==> src/rtl/operand_stage_pkg.sv <==
// Shared widths and helpers for the decode-side operand fetch stage.
package operand_stage_pkg;

  localparam int unsigned WordWidth  = 32;
  localparam int unsigned RegAddrW   = 5;
  localparam int unsigned CtrlW      = 16;
  localparam int unsigned ZeroRegIdx = 0;
  localparam int unsigned StallCntW  = 32;

  // Saturating increment: the counter sticks at all-ones instead of wrapping.
  function automatic logic [StallCntW-1:0] sat_inc(input logic [StallCntW-1:0] v);
    return (&v) ? v : v + 1'b1;
  endfunction

endpackage

==> src/rtl/operand_stage_fwd_mux.sv <==
// Per-operand resolution: picks zero, a forwarded result or the register-file value,
// and flags a load-use hazard on that operand.
module operand_stage_fwd_mux
  import operand_stage_pkg::*;
#(
  parameter int unsigned WORD_WIDTH = WordWidth,
  parameter int unsigned REG_ADDR_W = RegAddrW
) (
  input  logic [REG_ADDR_W-1:0] idx_i,
  input  logic                  use_i,
  input  logic [WORD_WIDTH-1:0] rf_data_i,
  input  logic                  f1_valid_i,
  input  logic [REG_ADDR_W-1:0] f1_addr_i,
  input  logic [WORD_WIDTH-1:0] f1_data_i,
  input  logic                  f1_is_load_i,
  input  logic                  f2_valid_i,
  input  logic [REG_ADDR_W-1:0] f2_addr_i,
  input  logic [WORD_WIDTH-1:0] f2_data_i,
  input  logic                  held_valid_i,
  input  logic                  held_is_load_i,
  input  logic                  held_wr_en_i,
  input  logic [REG_ADDR_W-1:0] held_dst_i,
  output logic [WORD_WIDTH-1:0] val_o,
  output logic                  hazard_o
);

  logic is_zero;
  logic f1_hit;
  logic f2_hit;
  logic held_hit;

  always_comb begin
    is_zero  = (idx_i == REG_ADDR_W'(ZeroRegIdx));
    f1_hit   = f1_valid_i && (f1_addr_i == idx_i);
    f2_hit   = f2_valid_i && (f2_addr_i == idx_i);
    held_hit = held_valid_i && held_is_load_i && held_wr_en_i && (held_dst_i == idx_i);
  end

  // f1 is the younger result, so it wins over f2; a load in f1 has no data yet.
  always_comb begin
    val_o = rf_data_i;
    if (is_zero) begin
      val_o = '0;
    end else if (f1_hit && !f1_is_load_i) begin
      val_o = f1_data_i;
    end else if (f2_hit) begin
      val_o = f2_data_i;
    end
  end

  always_comb begin
    hazard_o = use_i && !is_zero && (held_hit || (f1_hit && f1_is_load_i));
  end

endmodule

==> src/rtl/operand_stage.sv <==
// Operand fetch stage: register-file read, EX/MEM and MEM/WB forwarding, load-use stall,
// and the ID/EX pipeline register with a valid/ready handshake toward execute.
module operand_stage
  import operand_stage_pkg::*;
#(
  parameter int unsigned WORD_WIDTH = WordWidth,
  parameter int unsigned REG_ADDR_W = RegAddrW,
  parameter int unsigned CTRL_W     = CtrlW
) (
  input  logic                  clk,
  input  logic                  rst,
  input  logic                  in_valid,
  output logic                  in_ready,
  input  logic [REG_ADDR_W-1:0] in_rs,
  input  logic [REG_ADDR_W-1:0] in_rt,
  input  logic                  in_use_rs,
  input  logic                  in_use_rt,
  input  logic [REG_ADDR_W-1:0] in_dst,
  input  logic                  in_wr_en,
  input  logic                  in_is_load,
  input  logic [WORD_WIDTH-1:0] in_imm,
  input  logic [CTRL_W-1:0]     in_ctrl,
  output logic [REG_ADDR_W-1:0] rf_raddr1,
  output logic [REG_ADDR_W-1:0] rf_raddr2,
  input  logic [WORD_WIDTH-1:0] rf_rdata1,
  input  logic [WORD_WIDTH-1:0] rf_rdata2,
  input  logic                  f1_valid,
  input  logic [REG_ADDR_W-1:0] f1_addr,
  input  logic [WORD_WIDTH-1:0] f1_data,
  input  logic                  f1_is_load,
  input  logic                  f2_valid,
  input  logic [REG_ADDR_W-1:0] f2_addr,
  input  logic [WORD_WIDTH-1:0] f2_data,
  input  logic                  flush,
  output logic                  out_valid,
  input  logic                  out_ready,
  output logic [WORD_WIDTH-1:0] out_rs_val,
  output logic [WORD_WIDTH-1:0] out_rt_val,
  output logic [REG_ADDR_W-1:0] out_dst,
  output logic                  out_wr_en,
  output logic                  out_is_load,
  output logic [WORD_WIDTH-1:0] out_imm,
  output logic [CTRL_W-1:0]     out_ctrl,
  output logic [StallCntW-1:0]  stall_cnt
);

  logic                  valid_q, valid_d;
  logic [WORD_WIDTH-1:0] rs_val_q, rs_val_d;
  logic [WORD_WIDTH-1:0] rt_val_q, rt_val_d;
  logic [REG_ADDR_W-1:0] dst_q, dst_d;
  logic                  wr_en_q, wr_en_d;
  logic                  is_load_q, is_load_d;
  logic [WORD_WIDTH-1:0] imm_q, imm_d;
  logic [CTRL_W-1:0]     ctrl_q, ctrl_d;
  logic [StallCntW-1:0]  stall_q, stall_d;

  logic [WORD_WIDTH-1:0] rs_val;
  logic [WORD_WIDTH-1:0] rt_val;
  logic                  haz_rs;
  logic                  haz_rt;
  logic                  hazard;
  logic                  slot_free;
  logic                  accept;

  assign rf_raddr1 = in_rs;
  assign rf_raddr2 = in_rt;

  operand_stage_fwd_mux #(
    .WORD_WIDTH (WORD_WIDTH),
    .REG_ADDR_W (REG_ADDR_W)
  ) u_fwd_rs (
    .idx_i          (in_rs),
    .use_i          (in_use_rs),
    .rf_data_i      (rf_rdata1),
    .f1_valid_i     (f1_valid),
    .f1_addr_i      (f1_addr),
    .f1_data_i      (f1_data),
    .f1_is_load_i   (f1_is_load),
    .f2_valid_i     (f2_valid),
    .f2_addr_i      (f2_addr),
    .f2_data_i      (f2_data),
    .held_valid_i   (valid_q),
    .held_is_load_i (is_load_q),
    .held_wr_en_i   (wr_en_q),
    .held_dst_i     (dst_q),
    .val_o          (rs_val),
    .hazard_o       (haz_rs)
  );

  operand_stage_fwd_mux #(
    .WORD_WIDTH (WORD_WIDTH),
    .REG_ADDR_W (REG_ADDR_W)
  ) u_fwd_rt (
    .idx_i          (in_rt),
    .use_i          (in_use_rt),
    .rf_data_i      (rf_rdata2),
    .f1_valid_i     (f1_valid),
    .f1_addr_i      (f1_addr),
    .f1_data_i      (f1_data),
    .f1_is_load_i   (f1_is_load),
    .f2_valid_i     (f2_valid),
    .f2_addr_i      (f2_addr),
    .f2_data_i      (f2_data),
    .held_valid_i   (valid_q),
    .held_is_load_i (is_load_q),
    .held_wr_en_i   (wr_en_q),
    .held_dst_i     (dst_q),
    .val_o          (rt_val),
    .hazard_o       (haz_rt)
  );

  always_comb begin
    hazard    = haz_rs || haz_rt;
    slot_free = !valid_q || out_ready;
    // A flush discards whatever is offered, so the upstream is always released.
    in_ready  = flush || (!hazard && slot_free);
    accept    = in_valid && in_ready && !flush;
  end

  always_comb begin
    valid_d   = valid_q;
    rs_val_d  = rs_val_q;
    rt_val_d  = rt_val_q;
    dst_d     = dst_q;
    wr_en_d   = wr_en_q;
    is_load_d = is_load_q;
    imm_d     = imm_q;
    ctrl_d    = ctrl_q;
    if (flush) begin
      valid_d = 1'b0;
    end else if (accept) begin
      valid_d   = 1'b1;
      rs_val_d  = rs_val;
      rt_val_d  = rt_val;
      dst_d     = in_dst;
      wr_en_d   = in_wr_en;
      is_load_d = in_is_load;
      imm_d     = in_imm;
      ctrl_d    = in_ctrl;
    end else if (slot_free) begin
      // Slot drained with nothing (or only a stalled instruction) to refill it: bubble.
      valid_d = 1'b0;
    end
  end

  always_comb begin
    stall_d = stall_q;
    if (in_valid && hazard && !flush) begin
      stall_d = sat_inc(stall_q);
    end
  end

  always_ff @(posedge clk or negedge rst) begin
    if (!rst) begin
      valid_q   <= 1'b0;
      rs_val_q  <= '0;
      rt_val_q  <= '0;
      dst_q     <= '0;
      wr_en_q   <= 1'b0;
      is_load_q <= 1'b0;
      imm_q     <= '0;
      ctrl_q    <= '0;
      stall_q   <= '0;
    end else begin
      valid_q   <= valid_d;
      rs_val_q  <= rs_val_d;
      rt_val_q  <= rt_val_d;
      dst_q     <= dst_d;
      wr_en_q   <= wr_en_d;
      is_load_q <= is_load_d;
      imm_q     <= imm_d;
      ctrl_q    <= ctrl_d;
      stall_q   <= stall_d;
    end
  end

  assign out_valid   = valid_q;
  assign out_rs_val  = rs_val_q;
  assign out_rt_val  = rt_val_q;
  assign out_dst     = dst_q;
  assign out_wr_en   = wr_en_q;
  assign out_is_load = is_load_q;
  assign out_imm     = imm_q;
  assign out_ctrl    = ctrl_q;
  assign stall_cnt   = stall_q;

`ifndef SYNTHESIS
  // A held instruction must not change while execute is applying backpressure.
  hold_stable_a : assert property (@(posedge clk) disable iff (!rst)
    (valid_q && !out_ready && !flush) |=>
      (valid_q && $stable(rs_val_q) && $stable(rt_val_q) && $stable(imm_q) &&
       $stable(ctrl_q) && $stable(dst_q)));
`endif

endmodule

==> config.mk <==
export PLATFORM = sky130hd
export DESIGN_NAME = operand_stage
export DESIGN_NICKNAME = d
export VERILOG_FILES = /design/src/rtl/operand_stage_pkg.sv /design/src/rtl/operand_stage_fwd_mux.sv /design/src/rtl/operand_stage.sv
export SDC_FILE = /design/constraint.sdc
export NUM_CORES = 1
export LEC_CHECK = 0
export ABC_CLOCK_PERIOD_IN_PS = 2510
export CORE_MARGIN = 2
export CORE_UTILIZATION = 28
export DETAILED_ROUTE_END_ITERATION = 12
export PLACE_DENSITY = 0.6
export SETUP_SLACK_MARGIN = 0.4
export SYNTH_ARGS = -nofsm -noshare
export SYNTH_HDL_FRONTEND = slang
export SYNTH_HIERARCHICAL = 1
export SYNTH_SLANG_ARGS = --single-unit
==> constraint.sdc <==
create_clock -name clk -period 2.51 [get_ports clk]
set_input_delay 0.251 -clock clk [delete_from_list [all_inputs] [get_ports clk]]
set_output_delay 0.251 -clock clk [all_outputs]
set_load 0.01 [all_outputs]
### Yosys cells after proc, flatten, opt, wreduce, memory -nomap -nowiden

Index checks and enable logic that the tools add are counted.

| storage, ports and cells | value |
|---|---|
| bits in registers | 152 |
| input bits | 213 |
| output and inout port bits | 163 |
| logic and storage cells | 65 |

| operators by class | value |
|---|---|
| $add $sub $neg | 1 |
| eq/ne operators | 6 |
| mux-type cells | 9 |
| bitwise logic cells | 2 |
| reduce and logical (&&, ||, !) cells | 38 |

Operators by type and width:

| kind | count |
|---|---|
| 32-bit two-way mux | 6 |
| 32-bit by 1-bit adder with 32-bit output (second input constant) | 1 |
| 32-bit AND reduction | 1 |
| 5-bit equality test | 6 |
| 1-bit logical AND | 21 |
| 5-bit logical NOT | 2 |
| 1-bit logical NOT | 6 |
| 1-bit logical OR | 5 |
| 2-bit AND reduction | 2 |
| 1-bit two-way mux | 3 |
| 3-bit nonzero test | 1 |
| 1-bit NOT | 2 |

### Depth between registers and ports, before layout

Gate-level depths: netlist of run 1.

| logic depth | value |
|---|---|
| word-level depth | 13 |
| depth in mapped cells | 12 |
| depth with buffers taken out | 9 |

### Cells and area by module

Netlist of run 1, hierarchy kept.

Modules (own cells, without submodules):

| module | instances | cells each | area each (um2) | sequential area each (um2) |
|---|---|---|---|---|
| operand_stage | 1 | 407 | 6140.9 | 3803.6 |
| operand_stage_fwd_mux | 2 | 191 | 1392.6 | 0.0 |

### Least setup slack after synthesis of run 1

No wires, ideal clock.

| path | value |
|---|---|
| path type | in2reg |
| start | in in_rt[0] |
| end | reg ctrl_q[0], in the netlist out_ctrl[0] |
| library setup time | 125 ps |
| data arrival time | 2266 ps |
| data required time | 2385 ps |
| path slack | 119 ps |
| stages on the path | 12 |
| cell sequence | buf_2 > xnor2_1 > nand4_1 > buf_4 > nor2_1 > o221a_1 > nor2_1 > a21o_1 > nand2b_1 > clkbuf_1 > buf_2 > mux2_2 |

| between the ends | value |
|---|---|
| cells in the longest elaborated chain, start to end | 12 |

RTL lines:

| what | RTL line | RTL |
|---|---|---|
| start: declaration | operand_stage.sv:15 | `input logic [REG_ADDR_W-1:0] in_rt,` |
| 5-bit equality test | operand_stage_fwd_mux.sv:34 | `f1_hit = f1_valid_i && (f1_addr_i == idx_i);` |
| 1-bit logical AND | operand_stage_fwd_mux.sv:34 |  |
| 1-bit logical AND | operand_stage_fwd_mux.sv:52 | `hazard_o = use_i && !is_zero && (held_hit \|\| (f1_hit && f1_is_load_i));` |
| 1-bit logical OR | operand_stage_fwd_mux.sv:52 |  |
| 1-bit logical AND (*) | operand_stage_fwd_mux.sv:52 |  |
| via haz_rt | operand_stage.sv:60 | `logic haz_rt;` |
| 1-bit logical OR (*) | operand_stage.sv:113 | `hazard = haz_rs \|\| haz_rt;` |
| 1-bit logical NOT (*) | operand_stage.sv:116 | `in_ready = flush \|\| (!hazard && slot_free);` |
| 1-bit logical AND (*) | operand_stage.sv:116 |  |
| 1-bit logical OR (*) | operand_stage.sv:116 |  |
| via in_ready | operand_stage.sv:13 | `output logic in_ready,` |
| 1-bit logical AND (*) (2 in a row) | operand_stage.sv:117 | `accept = in_valid && in_ready && !flush;` |
| 2-bit AND reduction (no source line) (*) | - |  |
| end signal: assignment | operand_stage.sv:172 | `ctrl_q <= ctrl_d;` |
| end: declaration | operand_stage.sv:54 | `logic [CTRL_W-1:0] ctrl_q, ctrl_d;` |

Mark *: on every way through the listed nets, which the timed path passes. The rest lies on a longest branch.
A chain may end at the register's enable or synchronous reset.

### Worst setup path after layout of run 1

| path | value |
|---|---|
| start | reg dst_q[3], in the netlist out_dst[3] |
| end | reg rs_val_q[9], in the netlist out_rs_val[9] |

| between the ends | value |
|---|---|
| cells in the longest elaborated chain, start to end | 11 |

RTL lines:

| what | RTL line | RTL |
|---|---|---|
| start: declaration | operand_stage.sv:50 | `logic [REG_ADDR_W-1:0] dst_q, dst_d;` |
| start signal: assignment | operand_stage.sv:168 | `dst_q <= dst_d;` |
| 5-bit equality test | operand_stage_fwd_mux.sv:36 | `held_hit = held_valid_i && held_is_load_i && held_wr_en_i && (held_dst_i == idx_i);` |
| 1-bit logical AND | operand_stage_fwd_mux.sv:36 |  |
| 1-bit logical OR | operand_stage_fwd_mux.sv:52 |  |
| 1-bit logical AND | operand_stage_fwd_mux.sv:52 |  |
| via haz_rs | operand_stage.sv:59 | `logic haz_rs;` |
| 1-bit logical OR | operand_stage.sv:113 |  |
| 1-bit logical NOT | operand_stage.sv:116 |  |
| 1-bit logical AND | operand_stage.sv:116 |  |
| 1-bit logical OR | operand_stage.sv:116 |  |
| 1-bit logical AND (2 in a row) | operand_stage.sv:117 |  |
| 2-bit AND reduction (no source line) | - |  |
| end signal: assignment | operand_stage.sv:166 | `rs_val_q <= rs_val_d;` |
| end: declaration | operand_stage.sv:48 | `logic [WORD_WIDTH-1:0] rs_val_q, rs_val_d;` |

The timed path passes the listed nets, and every way through them passes these cells.

==> results.ini, run 1 <==
[finish]
nFillCells = 2854
layout-drive-gt1-share_pct = 29.38
area_growth_syn_to_layout_pct = 70.96
num-nets-final = 1423

[drt]
dr.pass1.iters = 5
drt_iter0_markers = 543
wl_um = 38230
postRouteAntennaNets = 0
wire_per_inst_um = 23.50
route.detailed.drc = 0
num_vias = 8736
viasPerCell = 5.369

[power]
finalPower_mw = 8.491
powerDensity_mw_per_mm2 = 556.4
p_sw_mw = 2.427
pwr-share-seq_pct = 35.6
internal_power_mw = 6.064
clock_power_share_pct = 32.6
vdd_drop_max_v = 0.0004040
sw_frac_of_total_pct = 28.59
pwr-share-comb_pct = 31.8
p_leak_nw = 6.087

[timing]
slew_headroom_pct = 58.64
worst_pin_slew_ps = 614.7
slew_viol_final = 0
fmax_mhz = 425.8
finalSetupViolations = 0
fin_worst_skew_ps = 9.422
timing.final.ws_setup_ps = 161.5
grt_setup_unrepaired = yes
hold_viol = 0
min_period_ps = 2349
post-route-period-util_pct = 93.57

[synth]
yosys-top-cells-count = dfrtp_1 (152), mux2_2 (120), nor3_1 (73)
ys_warn_count = 6
synth_area_leader_cell = dfrtp_1
synth_fp_nets = 1003
async_reset_ff_share_pct = 100.0
netlist.area_leader.share_pct = 42.61
synthDistinctLibCells = 50
synth_most_common_cell = dfrtp_1
synth-edff-count = 0
yosysSeqAreaShare_pct = 42.61
syn_inst = 789
synth_area_mm2 = 0.008926
synth_ff_type = dfrtp_1
avgSynthCellArea_um2 = 11.31
ys_ff_latch = 152
yosys-top-cells-area = dfrtp_1 (43%), mux2_2 (15%), a311oi_2 (6.7%)

[clock_tree]
clk_latency_ps = 430
clock_tree.root_cell = clkbuf_16
numCtsBuffers = 17
h-tree-depth = 4
path_clk_slew_ps = 70
cts_buffer_depth = 2
cts_tree = built
cts.sinks = 152

[floorplan]
die-area_mm2 = 0.03332
row_count = 65
die_y_um = 182.5
die_w_um = 182.5
core_mm2 = 0.03147
start_util_pct = 28.36
ioPinCount = 376

[flow_run]
maxCapViolations = 0

[worst_setup_path]
critPathSlowestCell = dfrtp_1
worstSetupPathType = reg2reg
crit_fanout = 7
cp-start-kind = flip-flop
worstPathCellList = xnor2_1, nand4_1, nor3_1, o221a_1, nor2_4, a21o_1, nand2b_4, buf_12, buf_16, mux2_2
arrival_ps = 2660
end_kind = flip-flop
crit_required_ps = 2820
slowest_delay_ps = 430

[global_route]
antenna_found_initial = 2
grt_max_degree = 52
overflow = 0
grt_pass1_vias = 8755
track_usage_pct = 20.93
grt_pass1_wl_um = 53040

[placement]
pre_cts_slack_ps = -305.5
portBuffers = 375
place.gp.congestion = 0.8495
dp_hpwl_um = 25890

[worst_hold_path]
hold_path.class = in2async

[outcome]
status = complete, no violations

power by group through the flow:
stage	registers, mW	logic, mW	clock network, mW
floorplan	3.19	0.755	0
global placement	3.04	2.39	0
detailed placement	3.05	2.40	0
CTS	3.01	2.42	2.84
global route	3.07	2.84	2.94
finish	3.02	2.70	2.77
sequential cells by signal, indices dropped and copies added, names as in the netlist:
signal and flops:
out_ctrl 16, out_dst 5, out_imm 32, out_is_load 1
out_rs_val 32, out_rt_val 32, out_valid 1, out_wr_en 1
stall_cnt 32
cell type report:
type,instances,area (um^2),share of cell area (%)
inverter,1,3.754,0.02460
antenna,3,7.507,0.04920
clock inverter,12,166.4,1.091
multi-input combinational,551,5165,33.85
tap,402,503.0,3.296
clock buffer,20,446.7,2.927
timing repair buffer,486,5164,33.84
sequential,152,3804,24.93
routing by layer:
layer / part of all wire (%) / global-route usage [%] / routed length (um)
met5: 0.034 / 0 / 13
met4: 2.4 / 7.452 / 936
met1: 41 / 25.50 / 15610
met2: 48 / 35.10 / 18340
met3: 8.7 / 6.226 / 3322
layout by cell type, fill, tap and decap left out, types with 5 or more instances in the layout:
cell type / count
nand2_1: 7
buf_4: 64
xnor2_1: 42
a311oi_1: 14
nand3_2: 9
a211oi_1: 8
o22a_1: 8
a311oi_2: 42
nor3_1: 71
clkdlybuf4s50_1: 365
o21ai_0: 57
nor2_1: 7
nand3_1: 21
dlygate4sd2_1: 7
nor2_4: 5
dfrtp_1: 152
mux2_4: 89
xnor2_2: 8
nand4_1: 66
xor2_1: 7
buf_6: 8
o21ai_1: 8
mux2_2: 31
clkbuf_16: 28
buf_12: 23
worst max-delay path: cells and delay by family (launching register included):
kind	cells	cell delay, ps
and+or+nand+nor	4	480
AOI/OAI and AO/OA	2	460
muxes	1	350
DFF	1	430
buffers and inverters	2	330
xor gates and xnor gates	1	170
worst paths after layout:
check	startpoint	to	slack [ps]	cells past startpoint
worst min register to register	stall_cnt[23]$_DFFE_PN0P_	stall_cnt[23]$_DFFE_PN0P_	500	1
max in group asynchronous	rst	out_valid$_DFFE_PN0P_	1510	3
worst max register to register	out_dst[3]$_DFFE_PN0P_	out_rs_val[9]$_DFFE_PN0P_	160	10
worst max-delay path	out_dst[3]$_DFFE_PN0P_	out_rs_val[9]$_DFFE_PN0P_	160	10
min in group clk	in_imm[25]	out_imm[25]$_DFFE_PN0P_	430	2
worst min-delay path	rst	out_rs_val[24]$_DFFE_PN0P_	340	2
metrics by stage:
stage	hold slack, ps	TNS, ps	utilization (%)	area, um^2	cells
after global placement	230.3	-38940	43.21	13600	1564
final	336.9	0	48.48	15260	1627
after global routing	365.3	0	48.46	15250	1624
after detailed placement	238.4	-37520	43.21	13600	1564
after CTS	335.2	0	45.60	14350	1601
after floorplan	-44.59	0	-	9056	789
what timing repair did:
| item | in CTS | in global routing |
|---|---|---|
| hold buffers | 1 | 0 |
| resized for setup | 35 | 117 |
| pin swaps | 16 | 16 |
| buffers inserted | 4 | 5 |
| hold endpoints to repair | 40 | 0 |
| gates cloned | 0 | 18 |
| setup endpoints to repair | 149 | 150 |
kinds of logic (layout without fill, tap and decap cells):
family / Yosys count / count (layout) / synth area share (%)
and+or+nand+nor: 227 / 227 / 15.84
DFF: 152 / 152 / 42.61
AOI/OAI and AO/OA: 144 / 144 / 14.27
muxes: 120 / 120 / 15.14
buffers and inverters: 86 / 519 / 5.705
xor gates and xnor gates: 59 / 59 / 6.294
adders and majority gates: 1 / 1 / 0.1402
other: 0 / 3 / 0
Power figures use the tool's default switching activity.
==> inputs of run 2 (changes only) <==
Settings changed: SETUP_SLACK_MARGIN 0.4 to unset, SLEW_MARGIN set to 10.
==> run 2 against run 1 <==
Net effect: clock power decreased by 4%; worst hold slack got worse by 2.8 ps; setup slack got worse by 60 ps; final area decreased by 7.6%; utilization decreased by 3.7 points; routed wire length decreased by 8.3%; non-clock buffer count decreased by 38; global-route usage decreased by 0.068 points; sequential cell count unchanged.
==> results.ini, run 2 (synthesis results as in run 1) <==
[placement]
dp_cells = 1553  ; -0.70%
dp_hpwl_um = 25940  ; +0.19%
portBuffers = 375  ; unchanged
place.gp.congestion = 0.8642  ; +1.7%

[power]
powerDensity_mw_per_mm2 = 569.5  ; +2.3%
finalPower_mw = 8.031  ; -5.4%
p_leak_nw = 5.264  ; -14%
vdd_drop_max_v = 0.0003903  ; -3.4%

[clock_tree]
cts_tree = built
cts_setup_buffers = 0  ; -4
h-tree-depth = 4  ; unchanged
path_clk_slew_ps = 70  ; about the same
cts_buffer_depth = 2  ; unchanged
numCtsBuffers = 17  ; unchanged
clock_tree.root_cell = clkbuf_16
cts.sinks = 152  ; unchanged
clk_latency_ps = 430  ; about the same

[timing]
fin_tns_setup_ps = 0  ; unchanged
slew_headroom_pct = 63.67  ; +5.0 points
worst_pin_slew_ps = 540.7  ; -73.94 ps
finalSetupViolations = 0  ; unchanged
holdWs_ps = 334.2  ; -2.753 ps
grt_setup_unrepaired = yes
fmax_mhz = 415.3  ; -2.5%
post-route-period-util_pct = 95.94  ; +2.4 points
hold_viol = 0  ; unchanged
min_period_ps = 2408  ; +59.53 ps
fin_worst_skew_ps = 12.42  ; +2.994 ps
slew_viol_final = 0  ; unchanged

[drt]
num_vias = 8377  ; -4.1%
wl_um = 35050  ; -8.3%
route.detailed.drc = 0  ; unchanged
postRouteAntennaNets = 0  ; unchanged
drt_iter0_markers = 688  ; +27%
viasPerCell = 5.275  ; -1.8%
wire_per_inst_um = 22.07  ; -6.1%
dr.pass1.iters = 5  ; unchanged

[floorplan]
die-area_mm2 = 0.03332  ; unchanged
row_count = 65  ; unchanged
ioPinCount = 376  ; unchanged
die_y_um = 182.5  ; unchanged
start_util_pct = 28.36  ; unchanged
die_w_um = 182.5  ; unchanged
core_mm2 = 0.03147  ; unchanged

[finish]
nFillCells = 2960  ; +3.7%
layout-drive-gt1-share_pct = 25.68  ; -3.7 points
final_cell_mix = clkdlybuf4s50_1 (371), dfrtp_1 (152), mux2_2 (120)
final_common_cell = clkdlybuf4s50_1
fin_cells = 1588  ; -2.4%
num-nets-final = 1385  ; -2.7%
area_growth_syn_to_layout_pct = 57.99

[outcome]
status = complete, no violations

[worst_setup_path]
end_kind = flip-flop
worstPathCellList = xnor2_1, nand4_1, nor3_1, o221a_1, nor2_4, a21o_1, buf_4, nand2b_4, buf_16, mux2_2
crit_fanout = 47  ; +40
crit_required_ps = 2820  ; about the same
slowest_delay_ps = 420  ; about the same
arrival_ps = 2720  ; +60 ps
worstSetupPathType = reg2reg
cp-start-kind = flip-flop
crit_family = compound AO/OA/AOI/OAI gates
crit_buf_inv = 2  ; unchanged
critPathSlowestCell = dfrtp_1

[global_route]
grt_pass1_vias = 8639  ; -1.3%
overflow = 0  ; unchanged
grt_pass1_wl_um = 53130  ; +0.17%
track_usage_pct = 20.86  ; -0.068 points
grt_max_degree = 51  ; -1.9%
antenna_found_initial = 3  ; +1

[flow_run]
maxCapViolations = 0  ; unchanged

[worst_hold_path]
hold_path.class = in2async

run 2: cell types whose count changed in the layout (fill, tap and decap cells not counted), moves of 3 or more:
cell             delta
nand3_4             -3
mux2_4             -89
buf_6               -5
buf_12             -10
buf_8               -3
nand3_1             +5
clkbuf_16          -11
xnor2_1             +4
dlygate4sd2_1       -7
mux2_2             +89
clkdlybuf4s50_1     +6
buf_4               -8
xnor2_2             -4
run 2: repair_timing:
| action | CTS | global route |
|---|---|---|
| hold buffers | 1 | 0 |
| hold endpoints to repair | 45 | 0 |
| setup endpoints to repair | 15 | 116 |
| pin swaps | 10 | 10 |
| gates resized for setup | 4 | 14 |
run 2: final timing paths:
path | start | to | slack, ps | depth (start not counted)
min | rst | out_rt_val[8]$_DFFE_PN0P_ | 330 | 2
max in group asynchronous | rst | stall_cnt[28]$_DFFE_PN0P_ | 1390 | 3
max reg2reg | out_dst[3]$_DFFE_PN0P_ | out_rt_val[11]$_DFFE_PN0P_ | 100 | 10
min reg2reg | stall_cnt[31]$_DFFE_PN0P_ | stall_cnt[31]$_DFFE_PN0P_ | 490 | 1
max | out_dst[3]$_DFFE_PN0P_ | out_rt_val[11]$_DFFE_PN0P_ | 100 | 10
min in group clk | in_imm[28] | out_imm[28]$_DFFE_PN0P_ | 420 | 2
run 2: final cells by class:
type | instances | area, um^2 | area share, %
antenna | 2 | 5.005 | 0.03549
clock buffer | 20 | 446.7 | 3.167
clock inverter | 12 | 141.4 | 1.003
inverter | 1 | 3.754 | 0.02662
multi-input combinational | 551 | 4711 | 33.40
sequential | 152 | 3804 | 26.97
tap | 402 | 503.0 | 3.567
timing repair buffer | 448 | 4488 | 31.82
run 2: per-layer routing:
metal  vias to the layer above  routed length [um]  GRT usage (%)  part of all wire (%)
li1                       3785                   -              -                     -
met5                         -                  13              0                 0.037
met1                      4160               14130          25.24                    40
met4                         2                1058          7.806                   3.0
met3                        67                2377          4.849                   6.8
met2                       363               17470          36.06                    50
run 2: where the power goes:
group	switching (mW)	leakage, nW	internal, mW	total [mW]
clock network	1.14	0.287	1.51	2.65
registers	0.206	1.86	2.80	3.01
logic	0.967	3.12	1.41	2.37
run 2: stage by stage:
stage	instance area, um^2	utilization, %	worst slack [ps]
detailed placement	13430	42.67	-541.6
floorplan	8926	-	119.2
global placement	13430	42.67	-533.0
finish	14100	44.81	102.0
global route	14100	44.81	-57.13
CTS	14030	44.59	2.887
